--- config.mk ---
export PLATFORM = sky130hd
export DESIGN_NAME = switch_debounce_bank
export DESIGN_NICKNAME = d
export VERILOG_FILES = /design/src/rtl/debounce_pkg.sv /design/src/rtl/debounce_channel.sv /design/src/rtl/switch_debounce_bank.sv
export SDC_FILE = /design/constraint.sdc
export NUM_CORES = 1
export LEC_CHECK = 0
export CORE_MARGIN = 5
export CORE_UTILIZATION = 55
export CTS_BUF_LIST = sky130_fd_sc_hd__clkbuf_4 sky130_fd_sc_hd__clkbuf_8
export DETAILED_ROUTE_END_ITERATION = 6
export PLACE_DENSITY = 0.71
export SYNTH_ARGS = -nofsm -noshare
export SYNTH_HDL_FRONTEND = slang
export SYNTH_SLANG_ARGS = --single-unit
--- constraint.sdc ---
create_clock -name i_Clk -period 5.2 [get_ports i_Clk]
set_clock_uncertainty 0.05 [all_clocks]
set_input_delay 1.04 -clock i_Clk [delete_from_list [all_inputs] [get_ports i_Clk]]
set_output_delay 1.04 -clock i_Clk [all_outputs]
set_load 0.02 [all_outputs]
--- src/rtl/debounce_pkg.sv ---
// rtl/debounce_pkg.sv - shared state encoding and default timing for the switch debouncer
`timescale 1ns/1ps
package debounce_pkg;

    typedef enum logic {
        S_STABLE  = 1'b0,
        S_PENDING = 1'b1
    } state_t;

    // 10 ms of stability at a 25 MHz system clock
    localparam int DEBOUNCE_LIMIT_DEFAULT = 250000;

endpackage

--- src/rtl/debounce_channel.sv ---
// rtl/debounce_channel.sv - one switch channel: 2-flop synchronizer, debounce FSM, edge pulses (DEBOUNCE_EDGE_EN)
`timescale 1ns/1ps
module debounce_channel
    import debounce_pkg::*;
#(
    parameter int DEBOUNCE_LIMIT = DEBOUNCE_LIMIT_DEFAULT,
    parameter int CNT_W          = $clog2(DEBOUNCE_LIMIT + 1)
) (
    input  logic clk,
    input  logic rst_n,
    input  logic raw,
`ifdef DEBOUNCE_EDGE_EN
    output logic rise,
    output logic fall,
`endif
    output logic level
);

    localparam logic [CNT_W-1:0] LIMIT_C = CNT_W'(DEBOUNCE_LIMIT);
    localparam logic [CNT_W-1:0] ONE_C   = CNT_W'(1);

    logic             sync1;
    logic             sync2;
    state_t           state;
    logic [CNT_W-1:0] cnt;

    always_ff @(posedge clk or negedge rst_n) begin
        if (!rst_n) begin
            sync1 <= 1'b0;
            sync2 <= 1'b0;
            state <= S_STABLE;
            cnt   <= '0;
            level <= 1'b0;
`ifdef DEBOUNCE_EDGE_EN
            rise  <= 1'b0;
            fall  <= 1'b0;
`endif
        end else begin
            sync1 <= raw;
            sync2 <= sync1;
`ifdef DEBOUNCE_EDGE_EN
            rise  <= 1'b0;
            fall  <= 1'b0;
`endif
            case (state)
                S_STABLE: begin
                    cnt <= '0;
                    if (sync2 != level) begin
                        state <= S_PENDING;
                        cnt   <= ONE_C;
                    end
                end
                S_PENDING: begin
                    // Any return to the current level restarts the stability window
                    if (sync2 == level) begin
                        state <= S_STABLE;
                        cnt   <= '0;
                    end else if (cnt == LIMIT_C) begin
                        level <= sync2;
                        state <= S_STABLE;
                        cnt   <= '0;
`ifdef DEBOUNCE_EDGE_EN
                        rise  <= sync2;
                        fall  <= ~sync2;
`endif
                    end else begin
                        cnt <= cnt + ONE_C;
                    end
                end
                default: begin
                    state <= S_STABLE;
                    cnt   <= '0;
                end
            endcase
        end
    end

endmodule

--- src/rtl/switch_debounce_bank.sv ---
// rtl/switch_debounce_bank.sv - bank of independent switch debouncers; edge pulse outputs under DEBOUNCE_EDGE_EN
`timescale 1ns/1ps
module switch_debounce_bank
    import debounce_pkg::*;
#(
    parameter int NUM_SW         = 2,
    parameter int DEBOUNCE_LIMIT = DEBOUNCE_LIMIT_DEFAULT
) (
    input  logic              i_Clk,
    input  logic              i_Rst_L,
    input  logic [NUM_SW-1:0] i_Switch,
`ifdef DEBOUNCE_EDGE_EN
    output logic [NUM_SW-1:0] o_Rise,
    output logic [NUM_SW-1:0] o_Fall,
`endif
    output logic [NUM_SW-1:0] o_Switch
);

    localparam int CNT_W = $clog2(DEBOUNCE_LIMIT + 1);

    for (genvar g = 0; g < NUM_SW; g++) begin : g_chan
        debounce_channel #(
            .DEBOUNCE_LIMIT(DEBOUNCE_LIMIT),
            .CNT_W         (CNT_W)
        ) u_chan (
            .clk  (i_Clk),
            .rst_n(i_Rst_L),
            .raw  (i_Switch[g]),
`ifdef DEBOUNCE_EDGE_EN
            .rise (o_Rise[g]),
            .fall (o_Fall[g]),
`endif
            .level(o_Switch[g])
        );
    end

endmodule
==> metrics.txt, run 1 <==
pre-CTS WS 2.986 ns; first-pass GRT wire length 6.713 mm; Rows 22; number of cells in the design after placement 258; clock buffer depth 2; power per cell area 249.1 nW/um^2; GRT Overall Usage 16.16%; CTS hold repair buffers 0; grt total ovfl 0; Setup crit end kind output port; GP Congestion 0.8357; warnings from Yosys 0; FF-to-FF Start g_chan[1].u_chan.cnt[3]; Core Util, Final 61.75%; Yosys reg bits 44; hold depth 0; worst-skew pair later-pin latency 0.29 ns; Crit path required time 4.11 ns; relative slew slack 23.79%; CP max stage delay 0.61 ns; area delta synth->final 6.566%; Synth area leaders dfrtp_1, xor2_1, nor2_1; H-tree levels 2; Num CTS Buffers 5; Crit path buffers/inverters 1; post-synthesis async set-or-reset flop share 100.0%; fraction of layout cells with a size suffix above 1 5.530%; max-slew violation count 0; most numerous cell in the Yosys netlist dfrtp_1; crit-path leading delay family buffers and inverters; CP arrival 1.28 ns; Yosys cell types 34; root buf cell clkbuf_8; Critical-path top delay cell clkdlybuf4s50_1; drt wl/cell 14.19 um; chip width 72.57 um; # diodes 0; r2r setup slk 3.02 ns; Synth area leader dfrtp_1; largest net degree at the start of global routing 45; Layout Nets 225; worst hold slack 0.3020 ns; top_reg_cell synth dfrtp_1; Final ANT Viol Nets 0; vias in the first global route 1,570; Die ar. 5266 sq um; CP cell instances clkdlybuf4s50_1; Remaining DRCs 0; worst min-delay path startpoint g_chan[1].u_chan.sync1; Post-Syn Nets 222; TritonCTS clock tree yes; Worst Setup Path Type register to output port; post-route insts no fill 265; RSZ-0062 raised after global routing false; Worst-path clk slew 0.07 ns; Post-Syn Instances 214; commonest cells in the netlist dfrtp_1, nor2_1, xor2_1; Worst Slack Setup Final 2.833 ns; Final Cycle Share 45.51%; io pins 6; outcome finished, final reports clean; starting density of the core 57.95%; WHS Endpoint g_chan[1].u_chan.sync2; final wirelength 3.761 mm; DRT Pass-1 Iters 4; Port-buffer cells 5; fmax 422.6 MHz; fin crit period 2.367 ns; Fin. Hold Viols 0; CP startpoint kind register; die height 72.57 um; Worst R2R End g_chan[1].u_chan.cnt[16]; crit-path max FO 3; LEAKAGE 0.9131 nW; FF-to-FF path depth 4; Setup Buffers After CTS 0; max_cap viols 0; Netlist Area Pre-Place 2153 sq um; Resize count post-CTS 0; worst-margin pin slew 1.136 ns; count of final setup violators 0; post-DP HPWL 2.642 mm; DR iter-0 viols 79; clock sink total 44; Post-synth EDFFs 0; Yosys top cell area share 51.13%; sequential-to-total area share from yosys stat 51.13%; core area 3716 sq um; HP Class register to register; maximum vdd drop 0.1770 mV; final setup TNS 0 ns; routed vias 1,541; initial antenna violation count 0; Via density 5.815; synthesized area per cell 10.06 sq um
per-layer routing:
metal  up-vias  track usage [%]  share of wire, %
met4         0            7.787               2.5
met1       763            17.54                42
met2        14            28.96                53
met5         -                0                 0
li1        754                -                 -
met3        10            4.270               2.4
per-stage QoR:
step,total power [mW],instance area (sq um)
3_5_place_dp,0.3799,2213
3_3_place_gp,0.3785,2213
4_1_cts,0.5822,2295
5_1_grt,0.6011,2295
6_report,0.5716,2295
2_1_floorplan,0.3679,2153
sequential cells by signal (all words and copies together) (netlist names):
register / flops
g_chan.u_chan.level: 2
g_chan.u_chan.state: 2
g_chan.u_chan.sync1: 2
g_chan.u_chan.sync2: 2
g_chan.u_chan.cnt: 36
power by group:
part | leakage [nW] | switching [mW] | internal (mW) | total, mW
Combinational | 0.272 | 0.0156 | 0.00624 | 0.0218
Sequential | 0.597 | 0.00437 | 0.346 | 0.351
Clock | 0.0445 | 0.103 | 0.0965 | 0.199
Total | 0.913 | 0.123 | 0.449 | 0.572
layout make-up:
| type | count | area (sq um) |
|---|---|---|
| repair buffers | 5 | 45.04 |
| clock inverters | 1 | 5.005 |
| flip-flops and latches | 44 | 1101 |
| fillers | 330 | 1421 |
| clock buffers | 6 | 76.32 |
| inverters | 11 | 41.29 |
| multi-input cells | 150 | 965.9 |
| well taps | 48 | 60.06 |
cells by family (layout without fill, tap and decap cells):
family,after synthesis,in the layout,synth area share [%]
DFF,44,44,51.13
adders and majority gates,4,4,2.324
xor gates and xnor gates,26,26,10.58
AOI/OAI and AO/OA,20,20,5.694
and+or+nand+nor,98,98,25.22
muxes,2,2,1.046
buffers and inverters,20,23,4.009
placed cells by master, fill, tap and decap left out, types with 5 or more instances in the layout:
master    instances
and4_1            5
inv_1            11
clkbuf_8          5
a21oi_1           8
nor2_1           31
nand3_1          13
xor2_1           14
dfrtp_1          44
xnor2_1          12
nand2_1           9
nand4_1          12
how the worst max path moves through the flow:
stage                                 start                       end  slack [ns]  cells past startpoint
floorplan           g_chan[0].u_chan.cnt[6]  g_chan[0].u_chan.cnt[15]        3.46                      5
global placement    g_chan[1].u_chan.cnt[3]   g_chan[1].u_chan.cnt[9]        3.13                      4
detailed placement  g_chan[1].u_chan.cnt[3]   g_chan[1].u_chan.cnt[7]        2.99                      4
CTS                  g_chan[1].u_chan.level               o_Switch[1]        2.81                      1
global route         g_chan[1].u_chan.level               o_Switch[1]        2.77                      1
finish               g_chan[1].u_chan.level               o_Switch[1]        2.83                      1
Note: power is estimated with default switching activity, not from simulation.
==> run 2: changes to the inputs <==
==> constraint.sdc (replaced) <==
create_clock -name i_Clk -period 2.2 [get_ports i_Clk]
set_clock_uncertainty 0.05 [all_clocks]
set_input_delay 0.44 -clock i_Clk [delete_from_list [all_inputs] [get_ports i_Clk]]
set_output_delay 0.44 -clock i_Clk [all_outputs]
set_load 0.02 [all_outputs]
==> metrics.txt, run 2 (synthesized netlist as in run 1, its figures left out) <==
outcome finished, final reports clean; DR iter-0 viols 76; first-pass GRT wire length 6.693 mm; Fin. Hold Viols 0; max-slew violation count 0; placed cell area 2236 sq um; DRT Pass-1 Iters 4; core area 3716 sq um; RSZ-0062 raised after global routing false; Core Util, Final 63.57%; clock sink total 44; Worst Setup Path Type register to register; Remaining DRCs 0; CTS hold repair buffers 0; grt total ovfl 0; post-DP HPWL 2.594 mm; LEAKAGE 0.9479 nW; HP Class input pin to asynchronous set/reset pin; root buf cell clkbuf_8; Via density 5.613; final instance area 2362 sq um; io pins 6; Num CTS Buffers 5; relative slew slack 62.97%; fmax 524.0 MHz; fill cell count 312; final setup TNS 0 ns; Largest register FFs 36; Final Cycle Share 86.75%; Final ANT Viol Nets 0; most frequent cells in the layout dfrtp_1, nor2_1, xor2_1; Rows 22; post-route insts no fill 269; initial antenna violation count 0; Crit path required time 2.37 ns; die height 72.57 um; pre-CTS WS 0.3063 ns; GRT Overall Usage 16.03%; Reg with most FFs g_chan.u_chan.cnt; CP startpoint kind register; # diodes 0; worst-skew pair later-pin latency 0.29 ns; power per cell area 654.4 nW/um^2; Die ar. 5266 sq um; final wirelength 3.784 mm; starting density of the core 57.95%; crit-path max FO 8; Worst Slack Setup Final 0.2915 ns; GP Congestion 0.8811; count of final setup violators 0; routed vias 1,510; area delta synth->final 9.704%; worst-margin pin slew 0.5554 ns; fin crit period 1.908 ns; Resize count post-CTS 0; chip width 72.57 um; Worst-path clk slew 0.09 ns; fraction of layout cells with a size suffix above 1 7.240%; vias in the first global route 1,545; Port-buffer cells 5; Layout Nets 228; clock buffer depth 2; TritonCTS clock tree yes; number of cells in the design after placement 261; largest net degree at the start of global routing 45; max_cap viols 0; Setup Buffers After CTS 0; Setup crit end kind register; CP arrival 2.07 ns; drt wl/cell 14.07 um; maximum vdd drop 0.3474 mV; commonest non-fill, non-tap cell in the layout dfrtp_1; H-tree levels 2
## run 2: path summary, 6_finish.rpt
path / start / to / slack, ns / depth (start not counted)
min in group i_Clk: g_chan[1].u_chan.sync1 / g_chan[1].u_chan.sync2 / 0.30 / 0
worst max-delay path: g_chan[0].u_chan.cnt[6] / g_chan[0].u_chan.cnt[15] / 0.29 / 4
worst min-delay path: i_Rst_L / g_chan[1].u_chan.cnt[11] / 0.17 / 2
max in group asynchronous: i_Rst_L / g_chan[0].u_chan.cnt[1] / 1.55 / 2
worst max register to register: g_chan[0].u_chan.cnt[6] / g_chan[0].u_chan.cnt[15] / 0.29 / 4
worst min register to register: g_chan[1].u_chan.sync1 / g_chan[1].u_chan.sync2 / 0.30 / 0
## run 2: layer usage
metal  vias to the layer above  wire [um]  global-route usage, %
li1                        756          -                      -
met2                        17       2011                  28.76
met3                         9         88                  3.719
met5                         -          0                      0
met4                         0         66                  5.533
met1                       728       1617                  18.64
## run 2: area by class of cell
cell class | instances | area (sq um) | share of cell area (%)
Sequential cell | 44 | 1101 | 46.61
Clock inverter | 1 | 30.03 | 1.271
Multi-Input combinational cell | 150 | 965.9 | 40.89
Inverter | 11 | 41.29 | 1.748
Timing Repair Buffer | 8 | 67.56 | 2.860
Tap cell | 48 | 60.06 | 2.542
Clock buffer | 7 | 96.34 | 4.078
## run 2: per-stage QoR
| step | hold WS, ns | power (mW) |
|---|---|---|
| after CTS | 0.1836 | 1.566 |
| after detailed placement | 0.2871 | 0.8999 |
| after floorplan | 0.09441 | 0.8695 |
| after global placement | 0.2830 | 0.8972 |
| after global routing | 0.2080 | 1.609 |
| final | 0.1699 | 1.546 |
## run 2: power breakdown
| group | internal [mW] | leakage (nW) | switching (mW) |
|---|---|---|---|
| logic | 0.0170 | 0.287 | 0.0376 |
| registers | 0.818 | 0.597 | 0.00988 |
| clock network | 0.401 | 0.0645 | 0.263 |
| total | 1.24 | 0.948 | 0.310 |
## run 2: critical path: stages, from the launching register on
cell and delay [ns]:
dfrtp_1 0.52, nand4_4 0.16, or3_1 0.44, or4_1 0.50, a21oi_1 0.16
==> run 3: changes to the inputs <==
--- a/config.mk
+++ b/config.mk
@@ -10,6 +10,8 @@
 export CTS_BUF_LIST = sky130_fd_sc_hd__clkbuf_4 sky130_fd_sc_hd__clkbuf_8
 export DETAILED_ROUTE_END_ITERATION = 6
 export PLACE_DENSITY = 0.71
+export REMOVE_ABC_BUFFERS = 1
+export SLEW_MARGIN = 25
 export SYNTH_ARGS = -nofsm -noshare
 export SYNTH_HDL_FRONTEND = slang
 export SYNTH_SLANG_ARGS = --single-unit
==> metrics.txt, run 3 (synthesized netlist as in run 1, its figures left out) <==
outcome finished, final reports clean; relative slew slack 64.60%; initial antenna violation count 0; fmax 515.3 MHz; Crit path buffers/inverters 0; Net Sw Power 0.3014 mW; FF-to-FF path depth 4; clock buffer depth 2; grt total ovfl 0; Final Cycle Share 88.21%; GRT Overall Usage 17.84%; fin crit period 1.941 ns; CTS hold repair buffers 0; r2r setup slk 0.26 ns; Crit path required time 2.35 ns; post-DP HPWL 2.870 mm; Reg area 1101 sq um; DRT Pass-1 Iters 4; Setup crit end kind register; power per cell area 601.5 nW/um^2; clock sink total 44; count of final setup violators 0; commonest non-fill, non-tap cell in the layout dfrtp_1; sequential share of power 58.9%; LEAKAGE 0.9304 nW; chip width 72.57 um; crit-path max FO 8; HP Class input pin to asynchronous set/reset pin; starting density of the core 57.95%; worst-skew pair later-pin latency 0.29 ns; maximum vdd drop 0.5889 mV; Rows 22; Worst-path clk slew 0.08 ns; Critical Path Source g_chan[0].u_chan.cnt[6]; core area 3716 sq um; internal power 1.105 mW; final wirelength 4.049 mm; vias in the first global route 1,621; Resize count post-CTS 0; worst-margin pin slew 0.5310 ns; io pins 6; DR iter-0 viols 112; GP Congestion 0.8043; largest net degree at the start of global routing 45; fraction of layout cells with a size suffix above 1 6.818%; die height 72.57 um; fill cell count 303; RSZ-0062 raised after global routing false; Final ANT Viol Nets 0; Remaining DRCs 0; Via density 5.817; Setup Buffers After CTS 0; CP max stage delay 0.51 ns; Reg with most FFs g_chan.u_chan.cnt; Layout Nets 227; TritonCTS clock tree yes; CP arrival 2.09 ns; # diodes 0; most frequent cells in the layout dfrtp_1, nor2_1, xor2_1; root buf cell clkbuf_8; CP cell instances nand4_4 > or3_1 > or4b_1 > a21oi_1; Num CTS Buffers 5; crit-path leading delay family simple AND/OR/NAND/NOR gates; Die ar. 5266 sq um; H-tree levels 2; final setup TNS 0 ns; Switching Fraction 21.43%; Critical-path top delay cell dfrtp_1; drt wl/cell 15.11 um; max_cap viols 0; area delta synth->final 8.600%; Comb pwr share 4.0%; first-pass GRT wire length 7.286 mm; Port-buffer cells 5; Clock power frac 37.0%; FF-to-FF Start g_chan[0].u_chan.cnt[6]; Fin. Hold Viols 0; area of the multi-input gates 965.9 sq um; Worst R2R End g_chan[0].u_chan.cnt[16]; Largest register FFs 36; CP startpoint kind register; Tot Pwr 1.407 mW; max-slew violation count 0; Worst Setup Path Type register to register; routed vias 1,559
-- run 3: changes by cell type in the layout (fill, tap and decap cells not counted), sizes merged --
| cell | previous run | this run |
|---|---|---|
| buf | 4 | 3 |
| bufinv | 1 | 0 |
| clkinvlp | 0 | 1 |
-- run 3: worst max path at each step --
stage / to / slack [ns] / cells past startpoint
2_1_floorplan: g_chan[1].u_chan.cnt[10] / 0.44 / 4
3_3_place_gp: g_chan[0].u_chan.cnt[15] / 0.35 / 4
3_5_place_dp: g_chan[0].u_chan.cnt[16] / 0.28 / 4
4_1_cts: g_chan[0].u_chan.cnt[16] / 0.28 / 4
5_1_grt: g_chan[0].u_chan.cnt[16] / 0.13 / 5
6_report: g_chan[0].u_chan.cnt[16] / 0.26 / 4
-- run 3: area by class of cell --
cell class,count,area share [%]
timing repair buffer,7,3.103
clock inverter,1,0.3210
inverter,11,1.766
sequential,44,47.08
multi-input combinational,150,41.31
clock buffer,7,3.852
tap,48,2.568
-- run 3: metrics by stage --
step / utilization [%] / area, sq um / setup WS, ns / std cells / hold WS, ns
6_report: 62.93 / 2338 / 0.2593 / 268 / 0.05898
5_1_grt: 62.93 / 2338 / 0.1342 / 268 / 0.06530
4_1_cts: 62.93 / 2338 / 0.2751 / 268 / 0.06509
3_5_place_dp: 60.30 / 2241 / 0.2835 / 260 / 0.2872
3_3_place_gp: 60.30 / 2241 / 0.3548 / 260 / 0.2955
2_1_floorplan: - / 2108 / 0.4373 / 205 / 0.09441
-- run 3: power groups by stage --
stage | sequential [mW] | clock [mW] | combinational [mW]
after global routing | 0.831 | 0.588 | 0.0666
after detailed placement | 0.845 | 0 | 0.0585
after CTS | 0.829 | 0.545 | 0.0587
after floorplan | 0.842 | 0 | 0.0253
final | 0.829 | 0.521 | 0.0569
after global placement | 0.844 | 0 | 0.0560
-- run 3: layer usage --
layer / vias to the layer above / global-route usage [%] / wire length [um]
li1: 759 / - / -
met1: 772 / 23.45 / 1972
met2: 24 / 27.76 / 1903
met3: 4 / 5.096 / 119
met4: 0 / 7.172 / 55
met5: - / 0 / 0
